<file path="config.mk">
export PLATFORM = sky130hd
export DESIGN_NAME = bram_stream_reader
export DESIGN_NICKNAME = d
export VERILOG_FILES = /design/src/rtl/bram_reader_pkg.sv /design/src/rtl/bram_skid_buf.sv /design/src/rtl/bram_stream_reader.sv
export SDC_FILE = /design/constraint.sdc
export NUM_CORES = 1
export LEC_CHECK = 0
export CORE_UTILIZATION = 53
export CTS_CLUSTER_SIZE = 16
export DETAILED_ROUTE_END_ITERATION = 7
export PLACE_DENSITY = 0.78
export SLEW_MARGIN = 25
export SYNTH_ARGS = -nofsm -noshare
export SYNTH_HDL_FRONTEND = slang
export SYNTH_SLANG_ARGS = --single-unit
</file>
<file path="constraint.sdc">
create_clock -name clk -period 4.06 [get_ports clk]
set_clock_uncertainty 0.2 [all_clocks]
set_input_delay 0.812 -clock clk [delete_from_list [all_inputs] [get_ports clk]]
set_output_delay 0.812 -clock clk [all_outputs]
set_load 0.02 [all_outputs]
</file>
<file path="src/rtl/bram_reader_pkg.sv">
// bram_reader_pkg: FSM states and output buffer depth shared by the BRAM stream reader.
package bram_reader_pkg;
    typedef enum logic [1:0] {IDLE, RUN, DRAIN} state_t;
    localparam int SKID_DEPTH = 2;
endpackage

</file>
<file path="src/rtl/bram_skid_buf.sv">
// bram_skid_buf: 2-entry FIFO of data+last words with flush; head is visible without a pop.
module bram_skid_buf
    import bram_reader_pkg::*;
#(
    parameter int DATA = 72
) (
    input  logic            clk,
    input  logic            rst_n,
    input  logic            push,
    input  logic [DATA-1:0] push_data,
    input  logic            push_last,
    input  logic            pop,
    input  logic            flush,
    output logic [DATA-1:0] head_data,
    output logic            head_last,
    output logic [1:0]      count
);
    localparam int PW = $clog2(SKID_DEPTH);

    logic [DATA-1:0]       data_q [SKID_DEPTH];
    logic [SKID_DEPTH-1:0] last_q;
    logic [PW-1:0]         wr_ptr, rd_ptr;

    always_ff @(posedge clk or negedge rst_n) begin
        if (!rst_n) begin
            for (int i = 0; i < SKID_DEPTH; i++) data_q[i] <= '0;
            last_q <= '0;
            wr_ptr <= '0;
            rd_ptr <= '0;
            count  <= '0;
        end else if (flush) begin
            wr_ptr <= '0;
            rd_ptr <= '0;
            count  <= '0;
        end else begin
            if (push) begin
                data_q[wr_ptr] <= push_data;
                last_q[wr_ptr] <= push_last;
                wr_ptr         <= wr_ptr + 1'b1;
            end
            if (pop) rd_ptr <= rd_ptr + 1'b1;
            count <= count + {1'b0, push} - {1'b0, pop};
        end
    end

    assign head_data = data_q[rd_ptr];
    assign head_last = last_q[rd_ptr];
endmodule

</file>
<file path="src/rtl/bram_stream_reader.sv">
// bram_stream_reader: reads base..base+len-1 from a 1-cycle-latency BRAM port into a valid/ready stream.
// Define BRAM_READER_WRAP_EN to repeat the burst from base until aborted.
module bram_stream_reader
    import bram_reader_pkg::*;
#(
    parameter int DATA = 72,
    parameter int ADDR = 10
) (
    input  logic            clk,
    input  logic            rst_n,
    input  logic            start,
    input  logic [ADDR-1:0] base,
    input  logic [ADDR:0]   len,
    input  logic            abort,
    output logic            busy,
    output logic            done,
    output logic [ADDR-1:0] mem_addr,
    output logic            mem_rd,
    input  logic [DATA-1:0] mem_dout,
    output logic            out_valid,
    input  logic            out_ready,
    output logic [DATA-1:0] out_data,
    output logic            out_last
);
`ifdef BRAM_READER_WRAP_EN
    localparam bit WRAP = 1'b1;
`else
    localparam bit WRAP = 1'b0;
`endif

    state_t          state, state_nxt;
    logic [ADDR-1:0] base_q, nxt_addr, cur_addr, cur_base;
    logic [ADDR:0]   len_q, issue_cnt, cur_cnt, cur_len;
    logic [2:0]      credit;
    logic [1:0]      count;
    logic [DATA-1:0] head_data;
    logic            head_last, rd_q, last_m, last_q, bypass, pop, push, kill;
    logic            launch, issue, wrap_pt, done_nxt;

    // With the buffer empty the word on mem_dout goes straight out, so the
    // BRAM output register acts as the third credit needed for 1 word/cycle.
    assign bypass    = count == 2'd0;
    assign out_valid = !bypass || rd_q;
    assign out_data  = (bypass && rd_q) ? mem_dout : head_data;
    assign out_last  = bypass ? rd_q && last_q : head_last;
    assign pop       = out_valid && out_ready;
    assign push      = rd_q && !(bypass && pop);
    assign busy      = state != IDLE;
    assign kill      = abort && busy;
    assign credit    = {1'b0, count} + {2'b0, rd_q} + {2'b0, mem_rd};

    always_comb begin
        launch    = state == IDLE && start && !abort && len != '0;
        cur_cnt   = launch ? '0 : issue_cnt;
        cur_len   = launch ? len : len_q;
        cur_base  = launch ? base : base_q;
        cur_addr  = launch ? base : nxt_addr;
        wrap_pt   = cur_cnt == cur_len - (ADDR+1)'(1);
        issue     = launch || (state == RUN && !abort && issue_cnt != len_q
                               && credit < 3'd2 + {2'b0, pop});
        state_nxt = state;
        done_nxt  = 1'b0;
        if (kill) begin
            state_nxt = IDLE;
            done_nxt  = 1'b1;
        end else if (state == IDLE) begin
            state_nxt = launch ? RUN : IDLE;
            done_nxt  = start && !abort && len == '0;
        end else if (!WRAP && pop && out_last) begin
            state_nxt = IDLE;
            done_nxt  = 1'b1;
        end else if (state == RUN && issue_cnt == len_q) begin
            state_nxt = DRAIN;
        end
    end

    always_ff @(posedge clk or negedge rst_n) begin
        if (!rst_n) state <= IDLE;
        else        state <= state_nxt;
    end

    always_ff @(posedge clk or negedge rst_n) begin
        if (!rst_n) begin
            base_q    <= '0;
            len_q     <= '0;
            nxt_addr  <= '0;
            issue_cnt <= '0;
            mem_addr  <= '0;
            mem_rd    <= 1'b0;
            rd_q      <= 1'b0;
            last_m    <= 1'b0;
            last_q    <= 1'b0;
            done      <= 1'b0;
        end else begin
            done   <= done_nxt;
            mem_rd <= issue;
            rd_q   <= mem_rd && !kill;
            last_m <= issue && wrap_pt;
            last_q <= last_m;
            if (launch) begin
                base_q <= base;
                len_q  <= len;
            end
            if (issue) begin
                mem_addr  <= cur_addr;
                nxt_addr  <= (WRAP && wrap_pt) ? cur_base : cur_addr + ADDR'(1);
                issue_cnt <= (WRAP && wrap_pt) ? '0 : cur_cnt + (ADDR+1)'(1);
            end
        end
    end

    bram_skid_buf #(.DATA(DATA)) u_buf (
        .clk       (clk),
        .rst_n     (rst_n),
        .push      (push),
        .push_data (mem_dout),
        .push_last (last_q),
        .pop       (pop && !bypass),
        .flush     (kill),
        .head_data (head_data),
        .head_last (head_last),
        .count     (count)
    );
endmodule

</file>
# After elaboration in Yosys (flattened, before gate mapping)
# Index checks and enable logic that the tools add are counted.
# totals
regBits,199
input_bits,98
# op_classes
n_reduce_logical,36
eq_ne,4
bitwise_logic,3
n_addsub,10
magnitude_cmp,7
muxes,29
# op_table
operator,count
$mux 72,5
$bwmux 144,1
$demux 72 s1,1
$eq 11x11->1,2
$mux 11,2
$logic_and 1x1->1,21
$mux 1,12
$add 11x1->11 const B,1
$logic_not 11->1,1
$ne 11x11->1,1
$reduce_bool 11->1,1
$sub 11x1->11 const B,1
$add 10x1->10 const B,1
$mux 10,1
$mux 2,5
$reduce_bool 2->1,3
$ge 2x2->1 const B,2
$logic_not 1->1,4
$logic_not 2->1,2
$lt 1x2->1 const B,2
$not 1->2,2
$reduce_bool 4->1,1
$add 2x1->3,1
$add 2x1->3 const A,1
13 further kinds,15

# Longest topological paths before layout
# Gate-level depths: netlist (run 1).
# depth
ltp_word,10
ltp_mapped,14
depth_no_buf,10

# By module
# Synthesis (run 1) repeated with hierarchy kept, for this count alone.
# unflattened
hier_cells,854
hier_area_um2,11213.3
# modules_own_cells
module,instances,cells_per_inst,area_each_um2,seq_area_each_um2
bram_skid_buf,1,406,7200.7,3753.6
bram_stream_reader,1,448,4012.6,1226.2

# Worst setup path after synthesis (run 1)
# OpenSTA, ideal clock, no wires.
# synth_path
path_kind,in2reg
from,input len[5]
to,register last_m
path_buffers,4
arrival_time_ps,3838
stages,13
required_time_ps,3766
path_slack_ps,-72
cell_sequence,clkbuf_1 -> or4_4 -> o31ai_4 -> buf_6 -> buf_2 -> buf_2 -> mux2i_1 -> ha_1 -> o21ai_0 -> or4_1 -> a22oi_1 -> o2111ai_1 -> a221oi_2
# synth_between
elab_chain_cells,6
word_cells_on_any_way,8
cone_classes,add/sub (1); eq/ne (1); mux (2); reduce/logical (4)
# synth_rtl
element,line_no,rtl
from (decl),bram_stream_reader.sv:13,"input logic [ADDR:0] len,"
$reduce_bool 11->1,bram_stream_reader.sv:53,launch = state == IDLE && start && !abort && len != '0;
$logic_and 1x1->1,bram_stream_reader.sv:53,
$mux 11,-,
$sub 11x1->11,bram_stream_reader.sv:58,wrap_pt = cur_cnt == cur_len - (ADDR+1)'(1);
$eq 11x11->1,bram_stream_reader.sv:58,
$logic_and 1x1->1 *,bram_stream_reader.sv:98,last_m <= issue && wrap_pt;
to (signal assigned),bram_stream_reader.sv:98,
to (decl),bram_stream_reader.sv:37,"logic head_last, rd_q, last_m, last_q, bypass, pop, push, kill;"
# Mark *: on every way between the ends. The rest lies on a longest branch, timed or not.
# A chain may end at the register's enable or synchronous reset.

# Final worst setup path (run 1)
# layout_path
from,input len[2]
to,register last_m
# The elaborated chain is that of the path after synthesis.

==> results.txt, run 1 <==
Tmin final: 3.66 ns
Antenna Nets Post-Route: 0
Core footprint: 18,700 sq um
XOR/XNOR Fraction of Synth Area: 0.0406
Cts bufs inserted: 17
Multi-input gate area: 4930 sq um
Adder-cell area share of the yosys netlist: 0.00938
Clk root buf: clkbuf_16
Hold buffer count at CTS: 0
Pre-Repair DR Iteration Count: 4
Slew headroom: 0.548
F_max: 273 MHz
GR Util All Layers: 0.241
PD cells: 766 nW/um^2
Final Max Slew Viols: 0
RR Startpoint: mem_rd$_DFF_PN0_
Register area share after synthesis: 0.491
Drt initial violations: 351
Post CTS Setup Buffer Count: 0
Most common cell on crit path: or4_1
Vias in the first global route: 7,342
CTS tree: built
R2r worst-path depth: 11
#FFs+latches synth: 199
Hold Crit Endpoint: last_q$_DFF_PN0_
DRT Wirelength: 22.6 mm
Setup-failing EPs final: 0
Static Leakage: 5.54 nW
Post-CTS Resized: 0
Pwr Total: 9.99 mW
Simple-gate share of the synthesized area: 0.101
Nets: 1,211
Largest stage delay, worst path: 0.60 ns
Bufs and invs on worst path: 1
Commonest non-fill, non-tap cells in the layout: dfrtp_1 (198), clkdlybuf4s50_1 (183), mux2_2 (149), nand2_1 (119), o21ai_0 (91)
Most used DFF post-synth: dfrtp_1
DR DRC count: 0
Hold depth: 0
Die H: 140 um
Crit Path Category: in -> reg
Clock sink total: 199
Cells after DPL: 1,320
Synth async-reset ratio: 1.00
Worst skew pair latency: 0.43 ns
Share of the synthesized area in the top cell type: 0.491
Hold Crit Class: reg -> reg
Row count: 50
FF/Latch Area: 4980 sq um
Layout area overhead: 28.6%
HP Start: last_m$_DFF_PN0_
HPWL after DPL: 15.6 mm
Fill cell count: 1,415
Slew at the pin closest to its max-slew limit: 0.678 ns
Top cells by area, synth: dfrtp_1 (49%), mux2_2 (17%), mux2i_1 (8.9%), o21ai_0 (4.5%), nand2_1 (4.4%)
Critical Path Slowest Stage Cell: or4_1
Synth Instances: 918
Largest net degree at the start of global routing: 145
Layout cells sized above 1: 0.206
# IOs: 185
Critical Path AT: 3.79 ns
Post-synth EDFFs: 0
Commonest non-fill, non-tap cell in the layout: dfrtp_1
Clock Path Buffers: 2
Gr ovfl total: 0
RSZ-0062 raised after global routing: false
WP data required: 4.20 ns
R2R setup slack: 1.12 ns
WL/cell: 16.7 um
Port bufs: 184
CTS clk-pin slew, worst paths: 0.07 ns
Maxcap violations: 0
Mux cell area share after synthesis: 0.254
Crit-path max FO: 5
Initial antenna violation count: 0
DR vias/cell: 5.51
Crit Reg-Reg Endpoint: issue_cnt[6]$_DFFE_PN0P_
Status: finished clean
Delay-heaviest family, CP: simple AND/OR/NAND/NOR gates
First-pass GRT wire length: 37.8 mm
Main combinational cell family by area after synthesis: multiplexers
Critical path cell sequence: clkdlybuf4s50_1 -> or4_1 -> o31ai_4 -> mux2i_1 -> ha_1 -> o21ai_1 -> or4_1 -> a22oi_1 -> o2111ai_1 -> a221oi_2
Depth of the CTS H-tree: 4
Cell variety after synth: 52
Synth Area in Compound Gates: 0.0775
Global placer's final weighted congestion: 0.918
Final period util: 0.901
Syn_nets: 1,023
Ant diodes: 0
Layout Cells excl Fill: 1,353
Die area: 19,700 sq um
Synth area leader: dfrtp_1
Endpoint class of the critical path: flop
Initial Util: 0.542
Width of the chip: 140 um
Warnings, synthesis: 0
Synthesized area per cell: 11.0 sq um
Worst VDD drop: 0.436 mV
Final Util: 0.697
Area of the mapped netlist: 10,100 sq um
CP startpoint kind: primary input
Fin. Hold Viols: 0
Vias post-DR: 7,453
-- per-stage QoR --
step / setup TNS, ns / cell area [sq um] / hold WS, ns / setup WS (ns)
CTS: 0 / 13000 / 0.163 / 0.417
finish: 0 / 13000 / 0.162 / 0.402
detailed placement: -0.0218 / 12400 / 0.146 / -0.0218
global route: 0 / 13000 / 0.165 / 0.241
floorplan: 0 / 10100 / 0.131 / 0.0242
global placement: 0 / 12400 / 0.137 / 0.0205
-- power by group --
part	total (mW)	internal, mW	switching (mW)
registers	3.43	2.86	0.571
logic	4.91	2.58	2.33
clock network	1.65	0.827	0.823
total	9.99	6.27	3.72
-- kinds of logic (layout without fill, tap and decap cells) --
| logic type | Yosys count | after routing |
|---|---|---|
| compound gates | 133 | 133 |
| xor+xnor | 47 | 47 |
| fa+ha+maj | 7 | 7 |
| buf+inv | 65 | 266 |
| flops | 199 | 199 |
| mux | 239 | 239 |
| simple gates | 228 | 228 |
-- cells in the mapped netlist (all sizes together) (2+ instances only) --
master and number:
or4 6, nand3 11, nor2b 3, a21oi 10
xnor2 24, and2 6, inv 12, o31ai 2
a31oi 2, a22oi 3, dfrtp 199, nor4 5
buf 10, o41ai 2, nor3 11, o21ai 93
xor2 23, and3 5, mux2i 90, o211ai 2
a22o 5, or3 4, nand2b 4, clkbuf 43
nand2 119, mux2 149, nor2 43, o21a 2
nand4 8, ha 6
-- metal layers --
metal / wire, um / vias up / track usage / share of wire
met5: 0 / - / 0 / 0
met4: 467 / 0 / 0.0827 / 0.021
met3: 851 / 31 / 0.0369 / 0.038
met2: 10800 / 166 / 0.393 / 0.48
met1: 10500 / 3645 / 0.330 / 0.46
li1: - / 3611 / - / -
-- worst reg2reg max path, stage by stage (launching register included) --
cell and delay, ns:
dfrtp_1 0.41, inv_1 0.09, fa_1 0.53, o311ai_0 0.12
a2111oi_0 0.43, buf_4 0.22, o31ai_4 0.13, nor4_1 0.20
buf_4 0.17, nand3_1 0.10, xor2_1 0.17, nor2_1 0.10
-- flip-flops by register name (all words and copies together) (netlist names), 2 cells and up --
name,count
issue_cnt,11
len_q,11
mem_addr,10
nxt_addr,10
state,2
u_buf.count,2
u_buf.data_q,144
u_buf.last_q,2
-- worst max-delay path by stage --
stage / depth (start not counted) / slack, ns / to / from
6_report: 10 / 0.40 / last_m$_DFF_PN0_ / len[2]
5_1_grt: 12 / 0.24 / issue_cnt[6]$_DFFE_PN0P_ / len[2]
4_1_cts: 10 / 0.42 / last_m$_DFF_PN0_ / len[2]
3_5_place_dp: 10 / -0.02 / last_m$_DFF_PN0_ / len[2]
3_3_place_gp: 10 / 0.02 / last_m$_DFF_PN0_ / len[8]
2_1_floorplan: 13 / 0.02 / last_m$_DFF_PN0_ / len[5]
-- cell type report --
cell class                 count  share of cell area
timing repair buffer         222               0.169
tap                          234              0.0225
inverter                      12             0.00345
multi-input combinational    654               0.378
clock inverter                15              0.0119
sequential                   199               0.382
clock buffer                  17              0.0326
Note: power is estimated with default switching activity, not from simulation.
==> run 2, diff against run 1 <==
==> constraint.sdc (replaced) <==
create_clock -name clk -period 4.06 [get_ports clk]
set_clock_uncertainty 0.2 [all_clocks]
set_input_delay 0.406 -clock clk [delete_from_list [all_inputs] [get_ports clk]]
set_output_delay 0.406 -clock clk [all_outputs]
set_load 0.02 [all_outputs]
==> results.txt, run 2 (synthesis results as in run 1) <==
Pre-Repair DR Iteration Count: 4 (unchanged)
F_max: 289 MHz (+5.7%)
Final Max Slew Viols: 0 (unchanged)
R2r worst-path depth: 8 (-3)
Multi-input gate area: 4920 sq um (-0.18%)
Width of the chip: 140 um (unchanged)
Commonest non-fill, non-tap cell in the layout: dfrtp_1
Worst skew pair latency: 0.43 ns (about the same)
Status: finished clean
Ant diodes: 0 (unchanged)
Clock Path Buffers: 2 (unchanged)
Final period util: 0.853 (-0.0482)
Antenna Nets Post-Route: 0 (unchanged)
HP Start: last_m$_DFF_PN0_
RSZ-0062 raised after global routing: false
Busiest grt layer: met2
Static Leakage: 5.44 nW (-1.8%)
Worst VDD drop: 0.533 mV (+22%)
Endpoint class of the critical path: flop
Crit Reg-Reg Endpoint: nxt_addr[9]$_DFFE_PN0P_
Critical Path Slowest Stage Cell: or4_4
Largest register FFs: 144 (unchanged)
DRT Wirelength: 22.7 mm (+0.43%)
Slew at the pin closest to its max-slew limit: 0.873 ns (+0.195 ns)
Initial antenna violation count: 0 (unchanged)
DR vias/cell: 5.62 (+2.1%)
Die area: 19,700 sq um (unchanged)
Crit Path Category: in -> reg
Commonest non-fill, non-tap cells in the layout: dfrtp_1 (198), clkdlybuf4s50_1 (183), mux2_2 (149), nand2_1 (119), o21ai_0 (92)
Largest Register: u_buf.data_q
CP startpoint kind: primary input
Clock sink total: 199 (unchanged)
Hold Crit Endpoint: last_q$_DFF_PN0_
Worst setup margin: 0.598 ns (+0.196 ns)
R2R setup slack: 0.89 ns (-0.23 ns)
GR Util All Layers: 0.242 (+0.000867)
Die H: 140 um (unchanged)
Layout cells sized above 1: 0.194 (-0.0119)
Port bufs: 184 (unchanged)
Tmin final: 3.46 ns (-0.196 ns)
RR Startpoint: state[0]$_DFFE_PN0P_
Largest regs: u_buf.data_q x144, issue_cnt x11, len_q x11
Final Util: 0.687 (-0.00983)
Crit-path max FO: 5 (unchanged)
Met2 GRT Util: 0.397 (+0.00447)
DR DRC count: 0 (unchanged)
Largest net degree at the start of global routing: 91 (-37%)
Global placer's final weighted congestion: 0.899 (-2.0%)
WP data required: 4.20 ns (about the same)
Clk root buf: clkbuf_16
Setup-failing EPs final: 0 (unchanged)
Hold Crit Class: reg -> reg
Cts bufs inserted: 17 (unchanged)
Critical path cell sequence: clkdlybuf4s50_1 -> or4_4 -> o31ai_4 -> mux2i_1 -> ha_1 -> o21ai_0 -> or4_1 -> a22oi_1 -> o2111ai_1 -> a221oi_2
Sum Neg Setup Slack: 0 ns (unchanged)
Vias post-DR: 7,529 (+1.0%)
Drt initial violations: 371 (+5.7%)
Slew headroom: 0.414 (-0.133)
Nets: 1,197 (-1.2%)
Met1 Use GR: 0.332 (+0.00210)
First-pass GRT wire length: 37.9 mm (+0.26%)
HPWL after DPL: 15.5 mm (-0.89%)
Layout area overhead: 26.8%
Hold depth: 0 (unchanged)
Delay-heaviest family, CP: simple AND/OR/NAND/NOR gates
FF/Latch Area: 4980 sq um (unchanged)
WL/cell: 16.9 um (+1.5%)
Row count: 50 (unchanged)
Maxcap violations: 0 (unchanged)
Vias in the first global route: 7,503 (+2.2%)
# IOs: 185 (unchanged)
Core footprint: 18,700 sq um (unchanged)
Met3 usage: 0.0390 (+0.00205)
Initial Util: 0.542 (unchanged)
Dpl ws: 0.233 ns (+0.255 ns)
Depth of the CTS H-tree: 4 (unchanged)
Gr ovfl total: 0 (unchanged)
Fill cell count: 1,414 (-0.071%)
Fin. Hold Viols: 0 (unchanged)
Critical Path AT: 3.61 ns (-0.18 ns)
CTS tree: built
Bufs and invs on worst path: 1 (unchanged)
PD cells: 774 nW/um^2 (+0.97%)
CTS clk-pin slew, worst paths: 0.07 ns (about the same)
Largest stage delay, worst path: 0.62 ns (+0.02 ns)
-- run 2: worst max-delay path by stage --
| stage | startpoint | endpoint | slack [ns] | depth (start not counted) |
|---|---|---|---|---|
| 2_1_floorplan | len[5] | last_m$_DFF_PN0_ | 0.33 | 13 |
| 3_3_place_gp | len[7] | last_m$_DFF_PN0_ | 0.28 | 10 |
| 3_5_place_dp | len[8] | last_m$_DFF_PN0_ | 0.23 | 10 |
| 4_1_cts | len[8] | issue_cnt[8]$_DFFE_PN0P_ | 0.65 | 12 |
| 5_1_grt | len[8] | issue_cnt[10]$_DFFE_PN0P_ | 0.39 | 12 |
| 6_report | len[8] | last_m$_DFF_PN0_ | 0.60 | 10 |
-- run 2: worst reg2reg max path: stages, from the launching register on --
cell and delay, ns:
dfrtp_1 0.43, or4b_1 0.65, a31oi_2 0.56, buf_4 0.35, mux2i_1 0.34, o21bai_1 0.20
nor2_1 0.08, xnor2_1 0.14, a21oi_1 0.09
-- run 2: routing by layer --
layer / wire [um] / vias up
met3: 925 / 26
met2: 11000 / 199
li1: - / 3603
met5: 0 / -
met4: 348 / 0
met1: 10500 / 3701
-- run 2: power by group --
part           switching, mW  internal, mW  total (mW)  leakage, nW
registers              0.564          2.86        3.43         2.39
logic                   2.34          2.54        4.88         2.78
clock network          0.780         0.863        1.64        0.271
total                   3.68          6.27        9.95         5.44
-- run 2: area by class of cell --
class / instances / area share
Tap cell: 234 / 0.0228
Multi-Input combinational cell: 654 / 0.383
Inverter: 12 / 0.00350
Sequential cell: 199 / 0.388
Clock inverter: 14 / 0.0110
Clock buffer: 18 / 0.0334
Timing Repair Buffer: 208 / 0.159
-- run 2: per-stage QoR --
step | hold slack, ns | instances | instance area [sq um] | total power, mW
floorplan | -0.0896 | 918 | 10100 | 6.32
global placement | 0.167 | 1306 | 12300 | 8.23
detailed placement | 0.166 | 1306 | 12300 | 8.36
CTS | 0.181 | 1339 | 12900 | 10.0
global route | 0.190 | 1339 | 12900 | 10.6
finish | 0.194 | 1339 | 12900 | 9.95
-- run 2: repair_timing --
| action | in CTS | in global routing |
|---|---|---|
| gates resized for setup | 0 | 0 |
| buffers inserted | 0 | 0 |
| hold endpoints to repair | 78 | 0 |
| hold buffers | 1 | 0 |
